$ cat src/rtl/binarize_pkg.sv
// Shared types and constants for the adaptive-threshold binarizer.
// Pixel/sum widths, FSM encoding and the threshold clamp helper.
package binarize_pkg;

   localparam int PIX_W = 12;
   localparam int SUM_W = 32;
   localparam int OFF_W = 10;
   localparam int CAND_W = 14;
   localparam int CNT_W_DEF = 20;
   localparam logic [PIX_W-1:0] DEFAULT_THR_DEF = 12'd3747;

   typedef enum logic [1:0] {
      ST_IDLE,
      ST_ACCUM,
      ST_DIVIDE,
      ST_UPDATE
   } state_e;

   // Saturate a signed candidate into the unsigned pixel range.
   function automatic logic [PIX_W-1:0] clamp_thr(
      input logic [CAND_W-1:0] v
   );
      logic [PIX_W-1:0] r;
      if (v[CAND_W-1])
         r = '0;
      else if (|v[CAND_W-2:PIX_W])
         r = '1;
      else
         r = v[PIX_W-1:0];
      return r;
   endfunction

endpackage

$ cat src/rtl/seq_divider.sv
// Unsigned restoring divider, one quotient bit per cycle.
// Fixed latency: oDONE pulses N_W cycles after the iSTART edge.
module seq_divider
   import binarize_pkg::*;
#(
   parameter int N_W = SUM_W,
   parameter int D_W = CNT_W_DEF
) (
   input  logic           iCLK,
   input  logic           iRST,
   input  logic           iSTART,
   input  logic [N_W-1:0] iNUM,
   input  logic [D_W-1:0] iDEN,
   output logic           oDONE,
   output logic [N_W-1:0] oQUO
);

   localparam int STEP_W = $clog2(N_W);

   logic [N_W-1:0]    quo_q, quo_d;
   logic [D_W-1:0]    rem_q, rem_d;
   logic [D_W-1:0]    den_q, den_d;
   logic [STEP_W-1:0] step_q, step_d;
   logic              run_q, run_d;
   logic              done_q, done_d;
   logic [D_W:0]      trial;
   logic [D_W:0]      diff;
   logic              qbit;

   // One shift-subtract step per cycle while running.
   always_comb begin
      quo_d  = quo_q;
      rem_d  = rem_q;
      den_d  = den_q;
      step_d = step_q;
      run_d  = run_q;
      done_d = 1'b0;
      trial  = {rem_q, quo_q[N_W-1]};
      diff   = trial - {1'b0, den_q};
      qbit   = (trial >= {1'b0, den_q});
      if (iSTART) begin
         quo_d  = iNUM;
         rem_d  = '0;
         den_d  = iDEN;
         step_d = '0;
         run_d  = 1'b1;
      end else if (run_q) begin
         rem_d  = qbit ? diff[D_W-1:0] : trial[D_W-1:0];
         quo_d  = {quo_q[N_W-2:0], qbit};
         step_d = step_q + STEP_W'(1);
         if (step_q == STEP_W'(N_W - 1)) begin
            run_d  = 1'b0;
            done_d = 1'b1;
         end
      end
   end

   // Divider state registers.
   always_ff @(posedge iCLK) begin
      if (!iRST) begin
         quo_q  <= '0;
         rem_q  <= '0;
         den_q  <= '0;
         step_q <= '0;
         run_q  <= 1'b0;
         done_q <= 1'b0;
      end else begin
         quo_q  <= quo_d;
         rem_q  <= rem_d;
         den_q  <= den_d;
         step_q <= step_d;
         run_q  <= run_d;
         done_q <= done_d;
      end
   end

   assign oDONE = done_q;
   assign oQUO  = quo_q;

endmodule

$ cat src/rtl/threshold_ctrl.sv
// Binarizer threshold controller: manual value or frame mean + offset.
// Threshold only changes during blanking so a frame sees one value.
module threshold_ctrl
   import binarize_pkg::*;
#(
   parameter logic [PIX_W-1:0] DEFAULT_THR = DEFAULT_THR_DEF,
   parameter int               CNT_W       = CNT_W_DEF
) (
   input  logic             iCLK,
   input  logic             iRST,
   input  logic             iFVAL,
   input  logic             iDVAL,
   input  logic [PIX_W-1:0] iDATA,
   input  logic             iMODE,
   input  logic [PIX_W-1:0] iMAN_THR,
   input  logic [OFF_W-1:0] iOFFSET,
   output logic [PIX_W-1:0] oTHRESHOLD,
   output logic             oTHR_VALID,
   output logic             oBUSY,
   output logic             oOVF
);

   state_e             state_q, state_d;
   logic               fval_q;
   logic [SUM_W-1:0]   sum_q, sum_d;
   logic [CNT_W-1:0]   cnt_q, cnt_d;
   logic               ovf_q, ovf_d;
   logic [PIX_W-1:0]   thr_q, thr_d;
   logic               vld_q, vld_d;
   logic               pend_q, pend_d;
   logic [PIX_W-1:0]   pthr_q, pthr_d;

   logic               fstart;
   logic               fend;
   logic               pix;
   logic               div_start;
   logic               div_done;
   logic [SUM_W-1:0]   quo;
   logic               cand_rdy;
   logic [PIX_W-1:0]   mean;
   logic [CAND_W-1:0]  cand_s;
   logic [PIX_W-1:0]   cand;

   assign fstart = iFVAL & ~fval_q;
   assign fend   = ~iFVAL & fval_q;
   assign pix    = iFVAL & iDVAL;

   seq_divider #(
      .N_W (SUM_W),
      .D_W (CNT_W)
   ) u_div (
      .iCLK      (iCLK),
      .iRST      (iRST),
      .iSTART    (div_start),
      .iNUM      (sum_q),
      .iDEN      (cnt_q),
      .oDONE     (div_done),
      .oQUO      (quo)
   );

   // Mean plus sign-extended offset, saturated to pixel range.
   always_comb begin
      mean   = (|quo[SUM_W-1:PIX_W]) ? '1 : quo[PIX_W-1:0];
      cand_s = {{(CAND_W-PIX_W){1'b0}}, mean}
             + {{(CAND_W-OFF_W){iOFFSET[OFF_W-1]}}, iOFFSET};
      cand   = clamp_thr(cand_s);
   end

   // Frame FSM: accumulate, divide, then hand result over.
   always_comb begin
      state_d   = state_q;
      sum_d     = sum_q;
      cnt_d     = cnt_q;
      ovf_d     = ovf_q;
      div_start = 1'b0;
      cand_rdy  = 1'b0;
      if (fstart)
         ovf_d = 1'b0;
      unique case (state_q)
         ST_IDLE: begin
            if (fstart) begin
               sum_d   = '0;
               cnt_d   = '0;
               state_d = ST_ACCUM;
            end
         end
         ST_ACCUM: begin
            if (fend) begin
               if (ovf_q || cnt_q == '0) begin
                  state_d = ST_IDLE;
               end else begin
                  state_d   = ST_DIVIDE;
                  div_start = 1'b1;
               end
            end else if (pix && !ovf_q) begin
               if (&cnt_q) begin
                  ovf_d = 1'b1;
               end else begin
                  sum_d = sum_q + SUM_W'(iDATA);
                  cnt_d = cnt_q + CNT_W'(1);
               end
            end
         end
         ST_DIVIDE: begin
            if (div_done)
               state_d = ST_UPDATE;
         end
         ST_UPDATE: begin
            cand_rdy = 1'b1;
            state_d  = ST_IDLE;
         end
      endcase
   end

   // Threshold output: manual load or auto result, blanking only.
   always_comb begin
      thr_d  = thr_q;
      vld_d  = 1'b0;
      pend_d = pend_q;
      pthr_d = pthr_q;
      if (!iMODE) begin
         pend_d = 1'b0;
         if (!iFVAL)
            thr_d = iMAN_THR;
      end else if (cand_rdy) begin
         if (!iFVAL) begin
            thr_d  = cand;
            vld_d  = 1'b1;
            pend_d = 1'b0;
         end else begin
            pend_d = 1'b1;
            pthr_d = cand;
         end
      end else if (pend_q && !iFVAL) begin
         thr_d  = pthr_q;
         vld_d  = 1'b1;
         pend_d = 1'b0;
      end
   end

   // State registers; iFVAL copy resets high so a live frame is skipped.
   always_ff @(posedge iCLK) begin
      if (!iRST) begin
         state_q <= ST_IDLE;
         fval_q  <= 1'b1;
         sum_q   <= '0;
         cnt_q   <= '0;
         ovf_q   <= 1'b0;
         thr_q   <= DEFAULT_THR;
         vld_q   <= 1'b0;
         pend_q  <= 1'b0;
         pthr_q  <= '0;
      end else begin
         state_q <= state_d;
         fval_q  <= iFVAL;
         sum_q   <= sum_d;
         cnt_q   <= cnt_d;
         ovf_q   <= ovf_d;
         thr_q   <= thr_d;
         vld_q   <= vld_d;
         pend_q  <= pend_d;
         pthr_q  <= pthr_d;
      end
   end

   assign oTHRESHOLD = thr_q;
   assign oTHR_VALID = vld_q;
   assign oBUSY      = (state_q == ST_DIVIDE) || (state_q == ST_UPDATE);
   assign oOVF       = ovf_q;

endmodule

$ cat config.mk
export PLATFORM = sky130hd
export DESIGN_NAME = threshold_ctrl
export DESIGN_NICKNAME = d
export VERILOG_FILES = /design/src/rtl/binarize_pkg.sv /design/src/rtl/seq_divider.sv /design/src/rtl/threshold_ctrl.sv
export SDC_FILE = /design/constraint.sdc
export NUM_CORES = 1
export LEC_CHECK = 0
export ABC_AREA = 1
export BUFFER_PORTS_ARGS = -buffer_cell sky130_fd_sc_hd__buf_2
export CAP_MARGIN = 10
export CORE_MARGIN = 2
export CORE_UTILIZATION = 30
export CTS_CLUSTER_SIZE = 10
export DETAILED_ROUTE_END_ITERATION = 6
export SLEW_MARGIN = 10
export SYNTH_ARGS = -nofsm -noshare
export SYNTH_HDL_FRONTEND = slang
export SYNTH_SLANG_ARGS = --single-unit
$ cat constraint.sdc
create_clock -name iCLK -period 2.8 [get_ports iCLK]
set_input_delay 0.14 -clock iCLK [delete_from_list [all_inputs] [get_ports iCLK]]
set_output_delay 0.14 -clock iCLK [all_outputs]
set_load 0.005 [all_outputs]
---- Word level (Yosys, flattened, before mapping) ----
Index checks and enable logic that the tools add are counted.
storage, ports and cells
  input bits .............................. 39
  logic and storage cells ................. 106
  bits in registers ....................... 161
operators by class
  magnitude comparators ................... 1
  add/subtract/negate cells ............... 5
  equal/unequal tests ..................... 13
  mux-type cells .......................... 45
  bitwise logic cells ..................... 7
  reduce and logical (&&, ||, !) cells .... 20
operator list
  cell                                                                      number
  32-bit two-way mux                                                        6
  20-bit two-way mux                                                        5
  12-bit two-way mux                                                        8
  32-bit case mux with 2 select lines                                       1
  20-bit case mux with 2 select lines                                       1
  32-bit by 12-bit adder with 32-bit output                                 1
  21-bit by 20-bit greater-or-equal comparator with 1-bit output            1
  20-bit by 1-bit adder with 20-bit output (second input constant)          1
  20-bit zero test                                                          1
  20-bit AND reduction                                                      1
  20-bit OR reduction                                                       1
  20-bit subtractor                                                         1
  1-bit two-way mux                                                         19
  13-bit by 10-bit adder with 14-bit output                                 1
  2-bit inequality test (second input constant)                             6
  3-bit AND reduction                                                       3
  2-bit two-way mux                                                         4
  2-bit case mux with 4 select lines                                        1
  2-bit nonzero test                                                        3
  5-bit by 1-bit adder with 5-bit output (second input constant)            1
  5-bit equality test (second input constant)                               1
  5-bit AND reduction                                                       1
  2-bit equality test (second input constant)                               2
  2-bit by 1-bit inequality test with 1-bit output (second input constant)  2
  11 further kinds                                                          19

---- Logic depth before layout (Yosys ltp) ----
Gate-level depths: netlist (run 1).
  word-level depth ........................ 8
  gate-level depth with buffers ........... 23

---- Cells and area by module ----
From an unflattened synthesis (run 1), not the netlist that was laid out.
unflattened totals
  cell total of the unflattened synthesis .. 1,602
  area total of the unflattened synthesis .. 10,306.1 um2
modules (own cells, without submodules)
  module          area each (um2)  instances  cells each
  threshold_ctrl  5,467.7          1          860
  seq_divider     4,838.4          1          742

---- Least setup slack after synthesis (run 1) ----
Ideal clock, no wire load.
  path kind ............................... register to register
  start ................................... register u_div.quo_q[21], in the netlist u_div.oQUO[21]
  end ..................................... register thr_q[10], in the netlist oTHRESHOLD[10]
  cell stages (with the launch flop) ...... 24
  arrival time ............................ 2.516 ns
  path buffers ............................ 1
  path slack .............................. 0.169 ns
  setup time .............................. 0.115 ns
  cell sequence ........................... dfxtp_1 -> nor4_1 -> nand3_1 -> nor4_1 -> nand2_1 -> clkinv_1 -> nand2_1 -> ha_1 -> nand2_1 -> nor2_1 -> inv_1 -> nor2_1 -> nand2_1 -> nand3_1 -> nand2_1 -> nand2_1 -> buf_2 -> nand2_1 -> nand2_1 -> nand2_1 -> nand2_1 -> nand2_1 -> nand2_1 -> nand2_1
between the ends
  word-level cells in the longest chain between the ends .. 8
RTL lines
  what                                           line                   RTL
  start: declaration                             seq_divider.sv:20      logic [N_W-1:0] quo_q, quo_d;
  start signal: assignment                       seq_divider.sv:68      quo_q <= quo_d;
  20-bit OR reduction (*)                        threshold_ctrl.sv:63   mean = (|quo[SUM_W-1:PIX_W]) ? '1 : quo[PIX_W-1:0];
  12-bit two-way mux (*)                         threshold_ctrl.sv:63
  13-bit by 10-bit adder with 14-bit output (*)  threshold_ctrl.sv:65   + {{(CAND_W-OFF_W){iOFFSET[OFF_W-1]}}, iOFFSET};
  12-bit two-way mux                             binarize_pkg.sv:26     else if (|v[CAND_W-2:PIX_W])
  12-bit two-way mux (*)                         binarize_pkg.sv:24     if (v[CAND_W-1])
  12-bit two-way mux (*)                         threshold_ctrl.sv:126  if (!iFVAL) begin
  12-bit two-way mux (*)                         threshold_ctrl.sv:125  end else if (cand_rdy) begin
  12-bit two-way mux (*)                         threshold_ctrl.sv:121  if (!iMODE) begin
  end signal: assignment                         threshold_ctrl.sv:159  thr_q <= thr_d;
  end: declaration                               threshold_ctrl.sv:28   logic [PIX_W-1:0] thr_q, thr_d;
Mark *: on every way between the ends. The rest lies on a longest branch, timed or not. The select of a mux whose other input is x is not followed.
A chain may end at the register's enable or synchronous reset.

---- Worst setup path after layout (run 1) ----
  start ................................... register u_div.quo_q[21], in the netlist u_div.oQUO[21]
  end ..................................... register thr_q[4], in the netlist oTHRESHOLD[4]
Same word-level chain as after synthesis.

==> out/qor.yml, run 1 <==
timing:
  setup_viol: 8
  worst_slew_pin_slew_ns: 1.03
  fin_crit_sh_pct: 101
  hold_viol_final: 0
  postLayoutSetupSlackWorst_ns: -0.0274
  finClkSkew_ns: 0.0112
  max_freq_ghz: 0.354
  slew_violations: 0
  slew_headroom_pct: 30.9
  period_minus_slack_ns: 2.83
  rsz0062_at_grt: "yes"
yosys:
  synth_top_cell_area_share_pct: 32.1
  syn_nets: 1684
  synth-edff-count: 0
  yosys.area.top_type: "dfxtp_1"
  synth_area_leaders: "dfxtp_1 (32%), nand2_1 (15%), nor2_1 (8.3%), a21oi_1 (8.1%), inv_1 (6.7%)"
  synthDistinctLibCells: 43
  ys_async_sr_fraction_pct: 0
  synthCells: 1593
  ys.flop_type: "dfxtp_1"
  ys_ff_latch: 161
  avgSynthCellArea_um2: 6.29
  syn-cell-area_mm2: 0.0100
  seq_area_frac_synth_pct: 32.1
  ys_warn_count: 0
layout:
  nets: 1795
  diodes: 0
  finalInstanceArea_mm2: 0.0124
  final_common_cell: "nand2_1"
  final_cell_mix: "nand2_1 (367), nor2_1 (215), inv_1 (173), dfxtp_1 (160), a21oi_1 (150)"
  drive_gt1_share_pct: 17.4
  syn2layout_area_growth_pct: 24.0
  fin_util_pct: 38.0
worst_setup_path:
  crit_path_start_kind: "flip-flop"
  r2r_slack_ns: -0.03
  path_class: "reg -> reg"
  crit_path_end_kind: "flip-flop"
  r2r_end: "oTHRESHOLD[4]$_SDFFE_PN0P_"
  critical_path_peak_fanout: 5
  critPathArrivalTime_ns: 3.19
  worstPathRequired_ns: 3.16
  worstRegToRegCells: 20
  crit-reg2reg-launch: "u_div.oQUO[21]$_SDFFE_PN0P_"
detailed_routing:
  routed_wl_um: 29100
  drt-initial-drc-count: 567
  wire_per_inst_um: 13.5
  vias: 10300
  postRouteAntennaNets: 0
  drtPass1Iterations: 5
  remaining_drc_errors: 0
  vias_per_cell: 4.79
min_path:
  hold_end: "oTHRESHOLD[2]$_SDFFE_PN0P_"
  hold_path_class: "in -> reg"
  hold_depth: 3
  hp-start: "iMAN_THR[2]"
global_routing:
  grt_pass1_wl_um: 47900
  grt-ovfl-total: 0
  grt_use_total_pct: 16.6
  grt_max_degree: 54
  use_met1_pct: 22.5
  antenna_found_initial: 0
  use_met2_pct: 27.4
  met3_usage_pct: 2.31
  busiest_layer: "met2"
  grt_pass1_vias: 9769
place:
  portBuffers: 53
  place.detailed.hpwl_um: 21200
  routabilityCongestion: 0.896
  place_area_mm2: 0.0112
clock_tree:
  cts.reportedPaths.clkPinSlew_ns: 0.07
  cts_sinks: 161
  cts_htree_levels: 4
  clk_root_buffer_cell: "clkbuf_16"
  clkLatencyLatePin_ns: 0.43
  numCtsBuffers: 17
  clock_path_buffers: 2
  cts_tree: "yes"
power_and_ir_drop:
  seq_power_share_pct: 46.6
  power_frac_comb_pct: 9.2
  p_sw_uw: 1270
  power_density_mw_per_mm2: 402
  vdd_ir_drop_max_mv: 0.448
  swShare_pct: 25.3
  clkPwrFrac_pct: 44.2
  p_leak_uw: 0.00534
  intPower_uw: 3730
die:
  die_y_um: 187
  rows: 66
  start_util_pct: 30.7
  fp.coreArea_mm2: 0.0327
  dieArea_mm2: 0.0349
  boundaryPins: 54
  die_w_um: 187
run_status:
  violations: "negative setup slack"
  status: "finished, violations left"
job:
  maxCapViolCount: 0
## cells in the mapped netlist (2+ instances only)
cell	instances
a21boi_0	2
a21o_1	3
a21oi_1	162
buf_1	4
buf_2	14
buf_4	3
buf_6	2
clkbuf_1	29
clkinv_1	3
dfxtp_1	161
fa_1	3
ha_1	49
inv_1	178
inv_2	11
nand2_1	410
nand2_2	4
nand3_1	89
nand3b_1	3
nand4_1	28
nand4_2	2
nor2_1	222
nor2_2	7
nor3_1	23
nor3_2	4
nor4_1	8
o211a_1	2
o21a_1	3
o21ai_0	100
o21ai_1	7
o21bai_1	5
o22ai_1	18
or2_2	6
xnor2_1	9
xor2_1	10
## flip-flops by register name, indices dropped and copies added, names as in the netlist, 5 cells and up, named ones only
register,count
u_div.step_q,5
u_div.oQUO,32
oTHRESHOLD,12
u_div.den_q,20
sum_q,32
pthr_q,12
u_div.rem_q,20
cnt_q,20
## metal layers
layer / part of all wire [%] / up-vias
met5: 0 / -
met4: 1.8 / 0
met3: 3.8 / 35
met2: 45 / 201
met1: 49 / 4693
li1: - / 5394
## worst max-delay path: stages, from the launching register on
cell	delay, ns
dfxtp_2	0.33
nor4_2	0.25
nand3_1	0.12
nor4_2	0.18
nand2_2	0.19
inv_4	0.13
nand2_2	0.07
ha_4	0.29
nand2_1	0.05
nand2_1	0.09
o21bai_1	0.13
nand2_1	0.10
nand4_1	0.12
nand2_4	0.10
buf_12	0.14
buf_6	0.12
nand2_2	0.05
nand2_2	0.05
nand2_1	0.05
nand2_1	0.07
a21oi_2	0.13
## power by group through the flow
stage	sequential [uW]	combinational, uW	clock [uW]
3_5_place_dp	2380	388	0
6_report	2330	463	2210
4_1_cts	2330	450	2260
2_1_floorplan	2380	232	0
3_3_place_gp	2380	386	0
5_1_grt	2330	512	2350
## worst max-delay path by stage
stage / startpoint / to / slack [ns] / depth (start not counted)
2_1_floorplan: u_div.oQUO[21]$_SDFFE_PN0P_ / oTHRESHOLD[10]$_SDFFE_PN1P_ / 0.17 / 23
3_5_place_dp: u_div.oQUO[21]$_SDFFE_PN0P_ / oTHRESHOLD[10]$_SDFFE_PN1P_ / -0.15 / 21
6_report: u_div.oQUO[21]$_SDFFE_PN0P_ / oTHRESHOLD[4]$_SDFFE_PN0P_ / -0.03 / 20
4_1_cts: u_div.oQUO[21]$_SDFFE_PN0P_ / oTHRESHOLD[10]$_SDFFE_PN1P_ / -0.1 / 23
5_1_grt: u_div.oQUO[21]$_SDFFE_PN0P_ / oTHRESHOLD[1]$_SDFFE_PN1P_ / -0.25 / 22
3_3_place_gp: u_div.oQUO[16]$_SDFFE_PN0P_ / oTHRESHOLD[7]$_SDFFE_PN1P_ / -0.08 / 22
## cell families after synthesis
kind of cell	synth area share [%]
simple gates	33.9
flops	32.1
buf+inv	9.57
compound gates	16.0
fa+ha+maj	6.71
xor+xnor	1.66
## repair_timing
action	in CTS	in global routing
endpoints found under the hold margin	10	0
cloned	3	0
hold buffers	10	0
endpoints found under the setup margin	24	24
gates resized for setup	89	40
setup buffers	6	0
pin swaps	32	5
## per-stage QoR
step	power (uW)	std cells	setup WS (ns)	TNS [ns]	hold WS (ns)
finish	5000	2157	-0.0274	-0.0958	0.0174
global route	5190	2157	-0.255	-3.61	0.0197
CTS	5040	2157	-0.0950	-0.659	0.00878
detailed placement	2770	2108	-0.152	-1.94	0.423
global placement	2770	2108	-0.0837	-0.836	0.421
floorplan	2610	1593	0.169	0	0.219
## cell type report
class | count | area, um^2
fillers | 3533 | 20300
multi-input cells | 1188 | 6360
flip-flops and latches | 161 | 3220
repair buffers | 143 | 1030
inverters | 192 | 726
well taps | 442 | 553
clock buffers | 21 | 450
clock inverters | 9 | 86.3
repair inverters | 1 | 6.26
No activity file was read; power rests on OpenSTA's default activity.
==> run 2: changes to the inputs <==
==> constraint.sdc (replaced) <==
create_clock -name iCLK -period 2.77 [get_ports iCLK]
set_input_delay 0.1385 -clock iCLK [delete_from_list [all_inputs] [get_ports iCLK]]
set_output_delay 0.1385 -clock iCLK [all_outputs]
set_load 0.005 [all_outputs]
==> out/qor.yml, run 2 (same netlist as run 1, synthesis figures left out) <==
run_status:
  status: "finished, violations left"  # unchanged
  violations: "negative setup slack"  # unchanged
worst_setup_path:
  critPathLaunch: "u_div.oQUO[21]$_SDFFE_PN0P_"  # unchanged
  critPathArrivalTime_ns: 3.28  # was 3.19 ns
  worstPathRequired_ns: 3.10  # was 3.16 ns
  path_class: "reg -> reg"  # unchanged
  crit_path_start_kind: "flip-flop"  # unchanged
  crit_path_end_kind: "flip-flop"  # unchanged
  worstRegToRegCells: 23  # was 20
  r2r_end: "oTHRESHOLD[11]$_SDFFE_PN1P_"  # was oTHRESHOLD[4]$_SDFFE_PN0P_
  critical_path_peak_fanout: 5  # unchanged
  critPathCapture: "oTHRESHOLD[11]$_SDFFE_PN1P_"  # was oTHRESHOLD[4]$_SDFFE_PN0P_
  crit-reg2reg-launch: "u_div.oQUO[21]$_SDFFE_PN0P_"  # unchanged
  r2r_slack_ns: -0.18  # was -0.03 ns
job:
  maxCapViolCount: 0  # unchanged
clock_tree:
  clkLatencyLatePin_ns: 0.44  # was 0.43 ns
  cts_sinks: 161  # unchanged
  clk_root_buffer_cell: "clkbuf_16"  # unchanged
  cts_htree_levels: 4  # unchanged
  clock_path_buffers: 2  # unchanged
  numCtsBuffers: 17  # unchanged
  cts_tree: "yes"  # unchanged
  cts.reportedPaths.clkPinSlew_ns: 0.07  # about the same
power_and_ir_drop:
  swShare_pct: 26.8  # was 25.3%
  p_sw_uw: 1390  # was 1270 uW
  power_density_mw_per_mm2: 416  # was 402 mW/mm^2
  p_leak_uw: 0.00537  # was 0.00534 uW
  vdd_ir_drop_max_mv: 0.410  # was 0.448 mV
  seq_power_share_pct: 45.4  # was 46.6%
  intPower_uw: 3790  # was 3730 uW
  power_frac_comb_pct: 8.9  # was 9.2%
  clkPwrFrac_pct: 45.6  # was 44.2%
place:
  routabilityCongestion: 0.925  # was 0.896
  place.detailed.hpwl_um: 21300  # was 21200 um
  portBuffers: 53  # unchanged
  place_inst: 2112  # was 2108
timing:
  worst_slew_pin_slew_ns: 0.991  # was 1.03 ns
  hold_viol_final: 0  # unchanged
  slew_violations: 0  # unchanged
  finClkSkew_ns: 0.0126  # was 0.0112 ns
  rsz0062_at_grt: "yes"  # unchanged
  hold_slack_ns: 0.0174  # about the same
  fin_crit_sh_pct: 107  # was 101%
  period_minus_slack_ns: 2.95  # was 2.83 ns
  max_freq_ghz: 0.339  # was 0.354 GHz
  setup_viol: 22  # was 8
  postLayoutSetupSlackWorst_ns: -0.184  # was -0.0274 ns
  slew_headroom_pct: 33.7  # was 30.9%
layout:
  final_cell_mix: "nand2_1 (369), nor2_1 (214), inv_1 (173), dfxtp_1 (159), a21oi_1 (154)"  # was nand2_1 (367), nor2_1 (215), inv_1 (173), dfxtp_1 (160), a21oi_1 (150)
  diodes: 0  # unchanged
  syn2layout_area_growth_pct: 24.3  # was 24.0%
  nets: 1806  # was 1795
  final_common_cell: "nand2_1"  # unchanged
  drive_gt1_share_pct: 17.4  # about the same
  fin_cells: 2170  # was 2157
die:
  fp.coreArea_mm2: 0.0327  # unchanged
  die_w_um: 187  # unchanged
  boundaryPins: 54  # unchanged
  die_y_um: 187  # unchanged
  start_util_pct: 30.7  # unchanged
  rows: 66  # unchanged
  dieArea_mm2: 0.0349  # unchanged
global_routing:
  grt-ovfl-total: 0  # unchanged
  grt_pass1_vias: 9686  # was 9769
  antenna_found_initial: 0  # unchanged
  grt_use_total_pct: 16.6  # about the same
  grt_pass1_wl_um: 48200  # was 47900 um
  grt_max_degree: 54  # unchanged
detailed_routing:
  drt-initial-drc-count: 645  # was 567
  routed_wl_um: 29400  # was 29100 um
  remaining_drc_errors: 0  # unchanged
  drtPass1Iterations: 5  # unchanged
  wire_per_inst_um: 13.6  # was 13.5 um
  postRouteAntennaNets: 0  # unchanged
  vias_per_cell: 4.79  # about the same
  vias: 10400  # was 10300
min_path:
  hold_path_class: "in -> reg"  # unchanged
## run 2: metrics by stage
| step | setup WS [ns] | power [uW] | setup TNS, ns | utilization, % | area (um^2) |
|---|---|---|---|---|---|
| detailed placement | -0.249 | 2800 | -4.57 | 34.2 | 11200 |
| CTS | -0.196 | 5190 | -3.42 | 37.1 | 12100 |
| floorplan | 0.139 | 2640 | 0 | - | 10000 |
| finish | -0.184 | 5180 | -2.44 | 38.1 | 12500 |
| global placement | -0.145 | 2800 | -1.87 | 34.2 | 11200 |
| global route | -0.428 | 5390 | -8.07 | 38.1 | 12500 |
## run 2: power by group through the flow
| stage | clock, uW | sequential (uW) | combinational, uW |
|---|---|---|---|
| 2_1_floorplan | 0 | 2400 | 235 |
| 3_3_place_gp | 0 | 2410 | 393 |
| 3_5_place_dp | 0 | 2410 | 396 |
| 4_1_cts | 2410 | 2350 | 427 |
| 5_1_grt | 2530 | 2360 | 511 |
| 6_report | 2370 | 2350 | 463 |
## run 2: critical path, stage by stage (launching register included)
cell and delay (ns):
dfxtp_2 0.33, nor4_2 0.27, nand3_1 0.14, nor4_2 0.20, nand2_2 0.21, clkinv_4 0.15
nand2_4 0.06, ha_4 0.25, buf_4 0.14, nand2_1 0.11, buf_4 0.15, inv_1 0.04
a21oi_1 0.17, nand3_1 0.09, nand2_1 0.06, nand2_1 0.05, inv_1 0.07, nand2_2 0.05
nand2_2 0.06, nand2_1 0.04, nand2_1 0.06, nand2_1 0.04, nand2_1 0.05, nand2_1 0.05
## run 2: layout make-up
| cell class | count | area [um^2] |
|---|---|---|
| fill | 3498 | 20200 |
| multi-input combinational | 1188 | 6280 |
| sequential | 161 | 3230 |
| timing repair buffer | 154 | 1100 |
| inverter | 192 | 726 |
| tap | 442 | 553 |
| clock buffer | 18 | 429 |
| clock inverter | 14 | 145 |
| timing repair inverter | 1 | 8.76 |
## run 2: layer usage
metal	global-route usage [%]	share of wire (%)
met3	2.46	3.5
met5	0	0
met1	23.0	49
met2	27.3	46
met4	3.94	1.1
## run 2: worst min path at each step
stage / from / endpoint / slack, ns / cells past startpoint
6_report: iMAN_THR[11] / oTHRESHOLD[11]$_SDFFE_PN1P_ / 0.02 / 5
5_1_grt: iMAN_THR[11] / oTHRESHOLD[11]$_SDFFE_PN1P_ / 0.03 / 5
4_1_cts: iMAN_THR[11] / oTHRESHOLD[11]$_SDFFE_PN1P_ / 0.004 / 5
3_5_place_dp: iFVAL / oTHR_VALID$_SDFF_PN0_ / 0.43 / 2
3_3_place_gp: iMAN_THR[9] / oTHRESHOLD[9]$_SDFFE_PN1P_ / 0.42 / 5
2_1_floorplan: iFVAL / oTHR_VALID$_SDFF_PN0_ / 0.22 / 1
## run 2: what timing repair did
action                                  CTS  global route
endpoints found under the setup margin   24            24
hold buffers                             12             0
hold endpoints to repair                 13             0
setup buffers                             6             5
gates cloned                              2             1
pin swaps                                12            47
resized for setup                        38            73
==> run 3: changes to the inputs <==
--- a/config.mk
+++ b/config.mk
@@ -8,10 +8,13 @@
 export ABC_AREA = 1
 export BUFFER_PORTS_ARGS = -buffer_cell sky130_fd_sc_hd__buf_2
 export CAP_MARGIN = 10
+export CELL_PAD_IN_SITES_DETAIL_PLACEMENT = 1
+export CELL_PAD_IN_SITES_GLOBAL_PLACEMENT = 2
 export CORE_MARGIN = 2
 export CORE_UTILIZATION = 30
 export CTS_CLUSTER_SIZE = 10
 export DETAILED_ROUTE_END_ITERATION = 6
+export PLACE_DENSITY_LB_ADDON = 0.1
 export SLEW_MARGIN = 10
 export SYNTH_ARGS = -nofsm -noshare
 export SYNTH_HDL_FRONTEND = slang
==> out/qor.yml, run 3 (same netlist as run 1, synthesis figures left out) <==
timing:
  slew_headroom_pct: 46.1  # was 33.7%
  hold_viol_final: 0  # unchanged
  fin_crit_sh_pct: 107  # about the same
  rsz0062_at_grt: "yes"  # unchanged
  max_freq_ghz: 0.336  # was 0.339 GHz
  slew_violations: 0  # unchanged
  postLayoutSetupSlackWorst_ns: -0.205  # was -0.184 ns
  period_minus_slack_ns: 2.97  # was 2.95 ns
  finClkSkew_ns: 0.0137  # was 0.0126 ns
  hold_slack_ns: 0.0266  # was 0.0174 ns
  setup_viol: 18  # was 22
  worst_slew_pin_slew_ns: 0.805  # was 0.991 ns
detailed_routing:
  routed_wl_um: 34900  # was 29400 um
  drt-initial-drc-count: 334  # was 645
  drtPass1Iterations: 5  # unchanged
  postRouteAntennaNets: 0  # unchanged
  remaining_drc_errors: 0  # unchanged
  vias_per_cell: 4.83  # was 4.79
  wire_per_inst_um: 16.1  # was 13.6 um
  vias: 10500  # was 10400
worst_setup_path:
  worstPathRequired_ns: 3.11  # was 3.10 ns
  path_class: "reg -> reg"  # unchanged
  critical_path_peak_fanout: 6  # was 5
  r2r_slack_ns: -0.20  # was -0.18 ns
  r2r_end: "oTHRESHOLD[10]$_SDFFE_PN1P_"  # was oTHRESHOLD[11]$_SDFFE_PN1P_
  worstPathCellList: "nor4_2 -> nand3_1 -> nor4_2 -> nand2_2 -> clkinv_4 -> nand2_4 -> ha_4 -> buf_6 -> nand2_4 -> inv_2 -> nand2_2 -> nor2_1 -> nand2_1 -> nand3_2 -> nand2_2 -> nand2_4 -> buf_12 -> nand2_1 -> nand2_2 -> nand2_1 -> nand2_1 -> nand2_1 -> nand2_1 -> nand2_1"  # was nor4_2 -> nand3_1 -> nor4_2 -> nand2_2 -> clkinv_4 -> nand2_4 -> ha_4 -> buf_4 -> nand2_1 -> buf_4 -> inv_1 -> a21oi_1 -> nand3_1 -> nand2_1 -> nand2_1 -> inv_1 -> nand2_2 -> nand2_2 -> nand2_1 -> nand2_1 -> nand2_1 -> nand2_1 -> nand2_1
  worstRegToRegCells: 24  # was 23
  critPathArrivalTime_ns: 3.32  # was 3.28 ns
  crit_path_end_kind: "flip-flop"  # unchanged
  critPathSlowestCell: "dfxtp_2"  # unchanged
  critPathMostFrequentCell: "nand2_1"  # unchanged
  crit_path_start_kind: "flip-flop"  # unchanged
  crit-reg2reg-launch: "u_div.oQUO[21]$_SDFFE_PN0P_"  # unchanged
  slowest_delay_ns: 0.33  # about the same
die:
  die_y_um: 187  # unchanged
  die_w_um: 187  # unchanged
  boundaryPins: 54  # unchanged
  rows: 66  # unchanged
  fp.coreArea_mm2: 0.0327  # unchanged
  start_util_pct: 30.7  # unchanged
  dieArea_mm2: 0.0349  # unchanged
place:
  place_inst: 2114  # was 2112
  place_area_mm2: 0.0112  # about the same
  routabilityCongestion: 0.849  # was 0.925
  portBuffers: 53  # unchanged
  place.detailed.hpwl_um: 25600  # was 21300 um
min_path:
  hold_depth: 5  # unchanged
  hold_path_class: "in -> reg"  # unchanged
  hold_end: "oTHRESHOLD[7]$_SDFFE_PN1P_"  # was oTHRESHOLD[11]$_SDFFE_PN1P_
  hp-start: "iMAN_THR[7]"  # was iMAN_THR[11]
layout:
  syn2layout_area_growth_pct: 27.2  # was 24.3%
  nets: 1809  # was 1806
  diodes: 0  # unchanged
  fin_cells: 2173  # was 2170
  fin_util_pct: 39.0  # was 38.1%
  drive_gt1_share_pct: 19.4  # was 17.4%
  final_common_cell: "nand2_1"  # unchanged
  final_cell_mix: "nand2_1 (352), nor2_1 (214), inv_1 (171), dfxtp_1 (160), a21oi_1 (145)"  # was nand2_1 (369), nor2_1 (214), inv_1 (173), dfxtp_1 (159), a21oi_1 (154)
  finalInstanceArea_mm2: 0.0128  # was 0.0125 mm^2
job:
  maxCapViolCount: 0  # unchanged
power_and_ir_drop:
  power_density_mw_per_mm2: 414  # was 416 mW/mm^2
  totalPowerFinal_uw: 5280  # was 5180 uW
  p_leak_uw: 0.00547  # was 0.00537 uW
  vdd_ir_drop_max_mv: 0.443  # was 0.410 mV
clock_tree:
  cts.reportedPaths.clkPinSlew_ns: 0.07  # about the same
  cts_tree: "yes"  # unchanged
  clock_path_buffers: 2  # unchanged
  numCtsBuffers: 17  # unchanged
  clk_root_buffer_cell: "clkbuf_16"  # unchanged
  cts_htree_levels: 4  # unchanged
  clkLatencyLatePin_ns: 0.45  # was 0.44 ns
  cts_sinks: 161  # unchanged
global_routing:
  use_met1_pct: 26.4  # was 23.0%
  grt_max_degree: 54  # unchanged
  use_met2_pct: 35.0  # was 27.3%
  grt_pass1_vias: 10800  # was 9686
  met3_usage_pct: 2.81  # was 2.46%
  antenna_found_initial: 0  # unchanged
  grt-ovfl-total: 0  # unchanged
  grt_use_total_pct: 20.1  # was 16.6%
  busiest_layer: "met2"  # unchanged
  grt_pass1_wl_um: 56700  # was 48200 um
run_status:
  violations: "negative setup slack"  # unchanged
  status: "finished, violations left"  # unchanged
[run 3: cell count changes in the layout (fill, tap and decap cells not counted), moves of 5 or more]
cell and delta:
a21oi_2 +5, nand2_1 -17, a21oi_1 -9, nand2_2 +7, nand2_4 +10, buf_6 +5
[run 3: area by class of cell]
type                       count  area (um^2)
timing repair buffer         157         1170
sequential                   161         3220
fill                        4216        20000
multi-input combinational   1188         6480
inverter                     192          728
clock inverter                15          154
clock buffer                  17          425
tap                          442          553
timing repair inverter         1         8.76
[run 3: what timing repair did]
item | in CTS | in global routing
pin swaps | 14 | 19
cloned | 2 | 1
resized for setup | 87 | 80
hold buffers | 12 | 0
hold endpoints to repair | 12 | 0
buffers inserted | 9 | 4
setup endpoints to repair | 24 | 24
[run 3: how the worst max path moves through the flow]
stage,from,endpoint,slack [ns],depth (start not counted)
global route,u_div.oQUO[21]$_SDFFE_PN0P_,oTHRESHOLD[5]$_SDFFE_PN1P_,-0.48,23
floorplan,u_div.oQUO[21]$_SDFFE_PN0P_,oTHRESHOLD[10]$_SDFFE_PN1P_,0.14,23
detailed placement,u_div.oQUO[21]$_SDFFE_PN0P_,oTHRESHOLD[8]$_SDFFE_PN0P_,-0.44,21
CTS,u_div.oQUO[21]$_SDFFE_PN0P_,oTHRESHOLD[7]$_SDFFE_PN1P_,-0.18,23
global placement,u_div.oQUO[21]$_SDFFE_PN0P_,oTHRESHOLD[5]$_SDFFE_PN1P_,-0.45,21
finish,u_div.oQUO[21]$_SDFFE_PN0P_,oTHRESHOLD[10]$_SDFFE_PN1P_,-0.20,24
[run 3: routing by layer]
layer	up-vias	share of wire, %
met1	4995	49
li1	5412	-
met2	72	48
met3	23	1.7
met4	0	1.1
met5	-	0
[run 3: power by group]
group          switching (uW)  internal [uW]
Clock                    1220           1210
Sequential               17.9           2340
Combinational             305            198
Total                    1540           3740
[run 3: critical path: cells and delay by family (launching register included)]
family                   cells  cell delay [ns]
flip-flops                   1             0.33
adder cells (fa/ha/maj)      1             0.27
AND/OR/NAND/NOR             19             1.80
buffers and inverters        4             0.45
[run 3: through the flow]
step                      setup slack (ns)  TNS [ns]
after floorplan                      0.139         0
after global placement              -0.446     -6.76
after detailed placement            -0.442     -6.71
after CTS                           -0.177     -1.90
after global routing                -0.479     -8.50
final                               -0.205     -2.30
